**src/rtl/pipe_stage_buf.sv**
```systemverilog
// pipe_stage_buf: generic inter-stage pipeline register with a valid/ready handshake.
// SKID=1 gives a 2-entry skid buffer with a registered in_ready; SKID=0 gives a
// single entry whose in_ready is derived combinationally from out_ready.
// During bubbles the held slot carries the upstream PC and delay-slot flag, so
// CP0 always sees a meaningful PC. Exception requests load EXC_VECTOR; flushes
// clear the PC to zero.

module pipe_stage_buf #(
    parameter int unsigned     DATA_W     = 64,
    parameter int unsigned     PC_W       = 32,
    parameter int unsigned     EXC_W      = 5,
    parameter logic [PC_W-1:0] EXC_VECTOR = 32'h0000_4180,
    parameter bit              SKID       = 1'b1
) (
    input  logic              clk,
    input  logic              reset,
    input  logic              flush,
    input  logic              req,
    input  logic              in_valid,
    output logic              in_ready,
    input  logic [PC_W-1:0]   in_pc,
    input  logic [DATA_W-1:0] in_data,
    input  logic              in_ds,
    input  logic [EXC_W-1:0]  in_exc,
    output logic              out_valid,
    input  logic              out_ready,
    output logic [PC_W-1:0]   out_pc,
    output logic [DATA_W-1:0] out_data,
    output logic              out_ds,
    output logic [EXC_W-1:0]  out_exc,
    output logic [1:0]        occupancy
);

    // The encoding equals the number of valid entries held, so occupancy is
    // the state register itself and can never disagree with it.
    typedef enum logic [1:0] {
        ST_EMPTY = 2'd0,
        ST_ONE   = 2'd1,
        ST_TWO   = 2'd2
    } state_e;

    typedef struct packed {
        logic [PC_W-1:0]   pc;
        logic [DATA_W-1:0] data;
        logic              ds;
        logic [EXC_W-1:0]  exc;
    } entry_t;

    state_e state_q, state_d;
    entry_t main_q,  main_d;     // entry presented on out_*
    entry_t skid_q,  skid_d;     // second entry, meaningful only in ST_TWO
    logic   in_ready_q, in_ready_d;

    entry_t in_entry;
    entry_t bubble_entry;
    logic   in_xfer;
    logic   out_xfer;

    // Upstream entry as offered, and the bubble that replaces it when nothing is
    // captured: the PC and delay-slot flag survive, payload and exception are zeroed.
    assign in_entry     = '{pc: in_pc, data: in_data, ds: in_ds, exc: in_exc};
    assign bubble_entry = '{pc: in_pc, data: '0, ds: in_ds, exc: '0};

    assign out_valid = (state_q != ST_EMPTY);
    assign in_xfer   = in_valid & in_ready;
    assign out_xfer  = out_valid & out_ready;

    // With a skid buffer in_ready comes straight from a flop, which breaks the
    // out_ready -> in_ready timing path; without it the stage can only accept
    // when it is empty or is being drained in the same cycle.
    generate
        if (SKID) begin : g_skid_ready
            assign in_ready = in_ready_q;
        end else begin : g_comb_ready
            assign in_ready = ~out_valid | out_ready;
        end
    endgenerate

    assign out_pc    = main_q.pc;
    assign out_data  = main_q.data;
    assign out_ds    = main_q.ds;
    assign out_exc   = main_q.exc;
    assign occupancy = state_q;

    // Next-state and next-entry selection: req beats flush beats the handshake.
    always_comb begin
        // NOTE: every signal driven here is given its hold value first, so no
        // path through the case/if tree can leave one unassigned and infer a latch.
        state_d = state_q;
        main_d  = main_q;
        skid_d  = skid_q;

        if (req) begin
            // Exception redirect: drop everything, including an upstream entry
            // offered this cycle, and present the vector PC as a bubble.
            state_d   = ST_EMPTY;
            main_d    = '0;
            main_d.pc = EXC_VECTOR;
            skid_d    = '0;
        end else if (flush) begin
            state_d = ST_EMPTY;
            main_d  = '0;
            skid_d  = '0;
        end else begin
            unique case (state_q)
                ST_EMPTY: begin
                    if (in_xfer) begin
                        state_d = ST_ONE;
                        main_d  = in_entry;
                    end else begin
                        main_d  = bubble_entry;
                    end
                end

                ST_ONE: begin
                    if (in_xfer && out_xfer) begin
                        main_d  = in_entry;
                    end else if (in_xfer && SKID) begin
                        // Downstream stalled: main must stay put, so park the
                        // newcomer in the skid slot.
                        state_d = ST_TWO;
                        skid_d  = in_entry;
                    end else if (out_xfer) begin
                        state_d = ST_EMPTY;
                        main_d  = bubble_entry;
                    end
                end

                ST_TWO: begin
                    // in_ready is low here, so the only event is a drain; the
                    // skid entry moves up behind the one just consumed.
                    if (out_xfer) begin
                        state_d = ST_ONE;
                        main_d  = skid_q;
                        skid_d  = '0;
                    end
                end

                default: begin
                    state_d = ST_EMPTY;
                    main_d  = '0;
                    skid_d  = '0;
                end
            endcase
        end

        in_ready_d = (state_d != ST_TWO);
    end

    // State, entries and registered in_ready, all cleared by asynchronous reset.
    always_ff @(posedge clk or negedge reset) begin
        if (!reset) begin
            // NOTE: the entry storage is reset, not just the state, because out_data,
            // out_pc and out_exc must read zero while reset is asserted.
            state_q    <= ST_EMPTY;
            main_q     <= '0;
            skid_q     <= '0;
            in_ready_q <= 1'b0;
        end else begin
            // NOTE: non-blocking assignments so every flop samples pre-edge values,
            // independent of statement order.
            state_q    <= state_d;
            main_q     <= main_d;
            skid_q     <= skid_d;
            in_ready_q <= in_ready_d;
        end
    end

endmodule
```
**config.mk**
```make
export PLATFORM = sky130hd
export DESIGN_NAME = pipe_stage_buf
export DESIGN_NICKNAME = d
export VERILOG_FILES = /design/src/rtl/pipe_stage_buf.sv
export SDC_FILE = /design/constraint.sdc
export NUM_CORES = 1
export LEC_CHECK = 0
export CORE_UTILIZATION = 40
export DETAILED_ROUTE_END_ITERATION = 10
export PLACE_DENSITY = 0.75
export SLEW_MARGIN = 20
export SYNTH_ARGS = -nofsm -noshare
export SYNTH_HDL_FRONTEND = slang
export SYNTH_SLANG_ARGS = --single-unit
```
**constraint.sdc**
```tcl
create_clock -name clk -period 1.8 [get_ports clk]
set_input_delay 0.18 -clock clk [delete_from_list [all_inputs] [get_ports clk]]
set_output_delay 0.18 -clock clk [all_outputs]
set_load 0.005 [all_outputs]
```
---- Word level (Yosys, flattened, before mapping) ----
Index checks and enable logic that the tools add are counted.
cells by class
  equal/unequal tests ..................... 9
  reduce and logical (&&, ||, !) cells .... 5
  bitwise gates (word level) .............. 2
  multiplexer cells ....................... 22
operators by type and width
  cell                  number
  $mux W102             11
  $pmux W102 S3         2
  $mux W70              1
  $mux W2               7
  $ne A4 B4 Y1 const B  3
  $ne A5 B5 Y1 const B  2
  $pmux W2 S3           1
  $reduce_and A4 Y1     1
  $ne A3 B3 Y1 const B  1
  $reduce_and A3 Y1     1
  $and A1 B1 Y1         2
  $eq A2 B1 Y1 const B  1
  $eq A2 B2 Y1 const B  1
  $logic_not A2 Y1      1
  $ne A2 B2 Y1 const B  1
  $reduce_bool A2 Y1    1
  $logic_and A1 B1 Y1   1
word-level totals
  bits in registers ....................... 207
  input bits .............................. 108
  logic and storage cells ................. 48
  output and inout bits ................... 106

---- Depth between registers and ports, before layout ----
Gate-level depths: netlist of run 1.
  word-level depth ........................ 9
  depth in mapped cells ................... 8
  depth with buffers taken out ............ 4

---- Worst setup path before layout of run 1 ----
No wires, ideal clock.
  path type ............................... register to register
  from .................................... reg state_q[1], in the netlist occupancy[1]
  to ...................................... reg main_q, in the netlist out_pc[24]
  buffers on the path ..................... 4
  setup slack ............................. 0.193 ns
  cell stages (with the launch flop) ...... 9
  arrival ................................. 1.466 ns
  required time ........................... 1.659 ns
  setup time .............................. 0.141 ns
  period minus slack after synthesis ...... 1.607 ns
  path through ............................ dfrtp_1 -> buf_6 -> nor2b_4 -> buf_6 -> o211a_1 -> buf_2 -> buf_4 -> nand2_1 -> o31ai_2
between the ends
  cells in the longest elaborated chain, start to end .. 7
  elaborated cells on any way between the ends .. 14
  classes of those cells .................. eq/ne (5); mux (4); bitwise (1); reduce/logical (4)
RTL lines
  element                   RTL line  source
  start: declaration        49        state_e state_q, state_d;
  start signal: assignment  162       state_q <= state_d;
  $reduce_bool A2 Y1        64        assign out_valid = (state_q != ST_EMPTY);
  $and A1 B1 Y1             66        assign out_xfer = out_valid & out_ready;
  $logic_and A1 B1 Y1       116       if (in_xfer && out_xfer) begin
  $mux W102                 116
  $pmux W102 S3             105       unique case (state_q)
  $mux W102                 100       end else if (flush) begin
  $mux W102                 93        if (req) begin
  end signal: assignment    163       main_q <= main_d;
  end: declaration          50        entry_t main_q, main_d;
Several ways; a longest one is shown, not always the timed one.
A chain may end at the register's enable or synchronous reset.

---- Worst setup path in the final report of run 1 ----
  from .................................... reg state_q[1], in the netlist occupancy[1]
  to ...................................... reg main_q, in the netlist out_pc[1]
The elaborated chain is that of the path after synthesis.

==> impl_metrics.py, run 1 <==
metrics = {
    "final_layout": {
        "stdcell_count": 1542,
        "syn_to_final_growth_pct": 36.77,
        "num_antenna_cells": 0,
        "final_layout_size_suffix_gt1_share_pct": 9.403,
        "fin_nets": 1313,
        "final_cell_area_sq_mm": 0.01305,
    },
    "sta": {
        "slew_viol_final": 0,
        "relSlewSlack_pct": 75.76,
        "finalHoldViolCount": 0,
        "fin_crit_sh_pct": 96.76,
        "final.setup.worst_slack_ps": 58.39,
        "clock_skew_ps": 14.04,
        "whs_ps": 159.8,
        "setup_viol": 0,
        "rsz0062_at_grt": "yes",
        "clock.fmax_mhz": 574.2,
        "tightest_slew_ps": 362.4,
        "min_period_ps": 1742,
    },
    "power": {
        "power_density_mw_per_mm2": 860.7,
        "totalPowerFinal_mw": 11.23,
        "ir_worst_vdd_v": 0.0006537,
        "total_leakage_power_nw": 5.248,
    },
    "cts": {
        "clkSlewWorstSetupHoldPaths_ps": 60,
        "cts_buffers": 24,
        "cts_buffer_depth": 3,
        "htree_levels": 1,
        "root_buffer": "clkbuf_16",
        "clkLatencyLatePin_ps": 510,
        "cts_sinks": 207,
        "cts_tree": "yes",
    },
    "place": {
        "post-place-ws_ps": -140.0,
        "dp_cells": 1495,
        "gp_congestion": 0.7789,
        "placed_area_sq_mm": 0.01213,
        "port_buffers": 213,
        "dpl.hpwl_mm": 16.57,
    },
    "setup_path": {
        "cp_max_fo": 53,
        "reg2reg_depth": 5,
        "reg2reg_from": "occupancy[1]",
        "endpoint_kind": "flip-flop",
        "worstSetupStartpointType": "flip-flop",
        "reg2reg_setup_slack_ps": 60,
        "crit_required_ps": 2200,
        "r2r-end": "out_pc[1]",
        "critical_path_arrival_ps": 2140,
        "crit_type": "flip-flop to flip-flop",
    },
    "worst_hold_path": {
        "hold_class": "input port to async pin",
    },
    "floorplanning": {
        "die_area_sq_mm": 0.02448,
        "core-area_sq_mm": 0.02340,
        "start_util_pct": 40.77,
        "die_y_microns": 156.4,
        "placementRows": 56,
        "die_x_microns": 156.4,
        "io_pins": 214,
    },
    "logic_synthesis": {
        "ys.flop_type": "dfrtp_1",
        "seq_area_frac_synth_pct": 54.29,
        "syn_nets": 1130,
        "synth_area_per_cell_sq_um": 9.336,
        "syn_area_sq_mm": 0.009542,
        "synth-edff-count": 0,
        "async_reset_ff_share_pct": 100.0,
        "synth_warnings": 0,
        "ys_types": 34,
        "syn_inst": 1022,
        "synth-seq-cells": 207,
    },
    "route": {
        "wl_per_cell_microns": 17.07,
        "drtAntennaViolNets": 0,
        "drt_iter0_drc": 701,
        "firstDrtPassIters": 7,
        "drc": 0,
        "routed_wl_mm": 26.32,
        "vias": 8313,
        "viasPerCell": 5.391,
    },
    "job": {
        "maxCapViolations": 0,
    },
    "run_status": {
        "status": "complete, no violations",
    },
    "global_route": {
        "first_global_vias": 8011,
        "grt_pass1_wl_mm": 42.19,
        "grt_util_all_layers_pct": 21.51,
        "antenna_found_initial": 1,
        "grt_start_max_net_pins": 77,
        "grt_overflow": 0,
    },
}
## worst max path at each step
stage                       from            to  slack (ps)
floorplan           occupancy[1]    out_pc[24]         190
global placement       out_ready  out_data[41]         -70
detailed placement     out_ready  out_data[39]        -140
CTS                 occupancy[0]     out_valid          50
global route        occupancy[1]    out_pc[17]          -6
finish              occupancy[1]     out_pc[1]          60
## power breakdown
group	leakage [nW]	switching, mW	total [mW]	internal [mW]
sequential	2.84	0.0573	4.80	4.74
combinational	1.97	0.589	1.16	0.567
clock	0.436	1.94	5.28	3.33
total	5.25	2.59	11.2	8.64
## flip-flops by register name, indices dropped and copies added (netlist names)
register and cells:
skid_q 102, out_data 64, out_pc 32, out_exc 5, occupancy 2, in_ready 1
out_ds 1
## placed cells by master, fill, tap and decap left out, types with 2 or more instances in the layout
master	instances
buf_4	21
nand2_1	196
a21oi_1	82
bufinv_16	5
nor3_4	2
o31ai_2	17
dfrtp_1	206
inv_1	2
clkinv_2	9
clkdlybuf4s50_1	209
o31ai_1	13
nor2_1	39
a32oi_1	3
clkbuf_8	3
o21ai_1	97
o21ai_0	44
a22oi_1	76
nor2_4	2
dlygate4sd2_1	2
nand3_1	70
clkbuf_16	25
buf_12	19
nor2b_1	31
nand4b_1	26
o22a_1	4
or2_2	2
## kinds of logic after synthesis
logic type	count (synthesis)	share of synthesized area (%)
flip-flops	207	54.29
buffers and inverters	101	5.521
multiplexers	2	0.2229
AO/OA/AOI/OAI	340	21.66
AND/OR/NAND/NOR	372	18.31
## critical path, stage by stage (launching register included)
cell     delay (ps)
dfrtp_4         500
buf_4           190
nor2b_4         160
o211a_4         300
buf_12          190
o31ai_1         250
## per-layer routing
metal,wire (microns),track usage [%]
met4,637,7.049
met3,1734,3.960
met5,9,0
met2,12750,34.76
met1,11190,29.17
## what timing repair did
item,in CTS,in global routing
hold buffers,1,0
hold endpoints to repair,186,0
endpoints found under the setup margin,4,6
setup buffers,2,0
resized for setup,8,6
## per-stage QoR
step | util, % | setup TNS (ps)
3_3_place_gp | 51.81 | -1674
5_1_grt | 55.76 | -11.79
4_1_cts | 55.64 | 0
6_report | 55.76 | 0
3_5_place_dp | 51.81 | -6889
2_1_floorplan | - | 0
## cell type report
type                            instances  area, sq um
Fill cell                            2072        10350
Sequential cell                       207         5184
Multi-Input combinational cell        714         3897
Timing Repair Buffer                  255         2688
Clock buffer                           28        656.9
Tap cell                              319        399.1
Clock inverter                         16        214.0
Inverter                                3        11.26
## Yosys cell counts (all sizes together), types with 2 or more instances
| cell type | instances | area share (%) |
|---|---|---|
| dfrtp | 207 | 54 |
| nand2 | 196 | 7.7 |
| o21ai | 142 | 7.5 |
| a21oi | 82 | 4.3 |
| a22oi | 76 | 6.0 |
| nand3 | 70 | 3.7 |
| clkbuf | 51 | 2.0 |
| buf | 47 | 3.4 |
| nor2 | 41 | 1.7 |
| nor2b | 32 | 2.2 |
| o31ai | 30 | 2.9 |
| nand4b | 26 | 2.4 |
| o22a | 4 | 0.37 |
| a32oi | 3 | 0.28 |
| or2 | 3 | 0.20 |
| inv | 2 | 0.079 |
| nor3 | 2 | 0.34 |
Note: power is estimated with default switching activity, not from simulation.
==> inputs of run 2 (changes only) <==
--- a/config.mk
+++ b/config.mk
@@ -8,6 +8,7 @@
 export CORE_UTILIZATION = 40
 export DETAILED_ROUTE_END_ITERATION = 10
 export PLACE_DENSITY = 0.75
+export RECOVER_POWER = 50
 export SLEW_MARGIN = 20
 export SYNTH_ARGS = -nofsm -noshare
 export SYNTH_HDL_FRONTEND = slang
==> run 2 against run 1 <==
Compared with the run above:
- clock power barely moved
- design area decreased by 0.20%
- global-route usage unchanged
==> impl_metrics.py, run 2 (synthesized netlist as in run 1, its figures left out) <==
metrics = {
    "sta": {
        "clock.fmax_mhz": 574.3,
        "final.setup.worst_slack_ps": 58.73,
        "tightest_slew_ps": 946.0,
        "min_period_ps": 1741,
        "fin_crit_sh_pct": 96.74,
        "relSlewSlack_pct": 36.93,
        "whs_ps": 233.7,
        "slew_viol_final": 0,
        "rsz0062_at_grt": "yes",
        "finalHoldViolCount": 0,
        "setup_viol": 0,
        "clock_skew_ps": 11.83,
    },
    "run_status": {
        "status": "complete, no violations",
    },
    "cts": {
        "clkLatencyLatePin_ps": 510,
        "cts_tree": "yes",
        "cts_buffer_depth": 3,
        "htree_levels": 1,
        "clkSlewWorstSetupHoldPaths_ps": 60,
        "cts_sinks": 207,
        "root_buffer": "clkbuf_16",
        "cts_buffers": 24,
    },
    "place": {
        "post-place-ws_ps": -140.0,
        "placed_area_sq_mm": 0.01213,
        "port_buffers": 213,
        "gp_congestion": 0.7789,
        "dpl.hpwl_mm": 16.57,
    },
    "global_route": {
        "first_global_vias": 8011,
        "grt_overflow": 0,
        "antenna_found_initial": 1,
        "grt_start_max_net_pins": 77,
        "grt_util_all_layers_pct": 21.51,
        "grt_pass1_wl_mm": 42.19,
    },
    "final_layout": {
        "layout_commonest_cell": "dfrtp_1",
        "final_cell_area_sq_mm": 0.01302,
        "top_register": "skid_q",
        "syn_to_final_growth_pct": 36.49,
        "largest_register_ffs": 102,
        "mostFrequentLayoutCells": "dfrtp_1, nand2_1, clkdlybuf4s50_1",
        "fin_nets": 1313,
        "final_layout_size_suffix_gt1_share_pct": 9.403,
        "num_antenna_cells": 0,
    },
    "route": {
        "routed_wl_mm": 26.36,
        "viasPerCell": 5.386,
        "firstDrtPassIters": 5,
        "wl_per_cell_microns": 17.09,
        "vias": 8305,
        "drt_iter0_drc": 646,
        "drtAntennaViolNets": 0,
        "drc": 0,
    },
    "floorplanning": {
        "start_util_pct": 40.77,
        "die_y_microns": 156.4,
        "die_area_sq_mm": 0.02448,
        "placementRows": 56,
        "core-area_sq_mm": 0.02340,
        "io_pins": 214,
        "die_x_microns": 156.4,
    },
    "worst_hold_path": {
        "whs_path_depth": 3,
        "hold_class": "input port to flip-flop",
        "hold_end": "skid_q[41]",
        "min_from": "in_data[35]",
    },
    "setup_path": {
        "crit_required_ps": 2200,
        "worstSetupStartpointType": "flip-flop",
        "endpoint_kind": "flip-flop",
        "crit_type": "flip-flop to flip-flop",
        "r2r-end": "out_pc[1]",
        "reg2reg_setup_slack_ps": 60,
        "reg2reg_depth": 5,
        "critical_path_arrival_ps": 2140,
        "reg2reg_from": "occupancy[1]",
        "cp_max_fo": 53,
    },
    "power": {
        "ir_worst_vdd_v": 0.0006555,
        "totalPowerFinal_mw": 11.21,
        "total_leakage_power_nw": 5.358,
        "power_density_mw_per_mm2": 860.8,
    },
    "job": {
        "maxCapViolations": 0,
    },
}
[run 2: cell types whose count changed in the layout (fill, tap and decap cells not counted)]
cell,previous run,this run
buf_4,21,19
clkdlybuf4s50_1,209,170
clkbuf_8,3,2
dlygate4sd3_1,1,40
buf_2,1,2
clkbuf_4,0,1
buf_12,19,18
clkbuf_2,0,2
[run 2: layout make-up]
cell class,instances,area [sq um]
inverters,3,11.26
clock buffers,28,656.9
clock inverters,16,214.0
multi-input cells,714,3897
fillers,2076,10380
repair buffers,255,2661
flip-flops and latches,207,5184
well taps,319,399.1
[run 2: worst max-delay path by stage]
stage | to | depth (start not counted) | startpoint | slack, ps
2_1_floorplan | out_pc[24] | 8 | occupancy[1] | 190
3_3_place_gp | out_data[41] | 7 | out_ready | -70
3_5_place_dp | out_data[39] | 7 | out_ready | -140
4_1_cts | out_valid | 3 | occupancy[0] | 50
5_1_grt | out_pc[17] | 6 | occupancy[1] | -6
6_report | out_pc[1] | 5 | occupancy[1] | 60
[run 2: worst max-delay path: stages, from the launching register on]
cell	delay (ps)
dfrtp_4	500
buf_4	190
nor2b_4	160
o211a_4	300
buf_12	190
o31ai_1	260
[run 2: timing repair]
| action | in CTS | in global routing |
|---|---|---|
| setup endpoints to repair | 4 | 6 |
| buffers inserted | 2 | 0 |
| resized for setup | 8 | 6 |
| hold endpoints to repair | 186 | 0 |
| hold buffers | 1 | 0 |
[run 2: layer usage]
layer  up-vias  track usage [%]  part of all wire [%]
met4         2            7.049                   2.4
met1      3996            29.17                    42
li1       3960                -                     -
met3        46            3.960                   7.2
met2       301            34.76                    48
met5         -                0                 0.034
[run 2: power by group]
| group | switching [mW] | internal, mW |
|---|---|---|
| clock network | 1.94 | 3.33 |
| registers | 0.0558 | 4.74 |
| logic | 0.589 | 0.550 |
[run 2: metrics by stage]
| step | setup TNS, ps | cells | util (%) |
|---|---|---|---|
| finish | 0 | 1542 | 55.65 |
| global route | -11.79 | 1542 | 55.65 |
| CTS | 0 | 1542 | 55.64 |
| detailed placement | -6889 | 1495 | 51.81 |
| global placement | -1674 | 1495 | 51.81 |
| floorplan | 0 | 1022 | - |
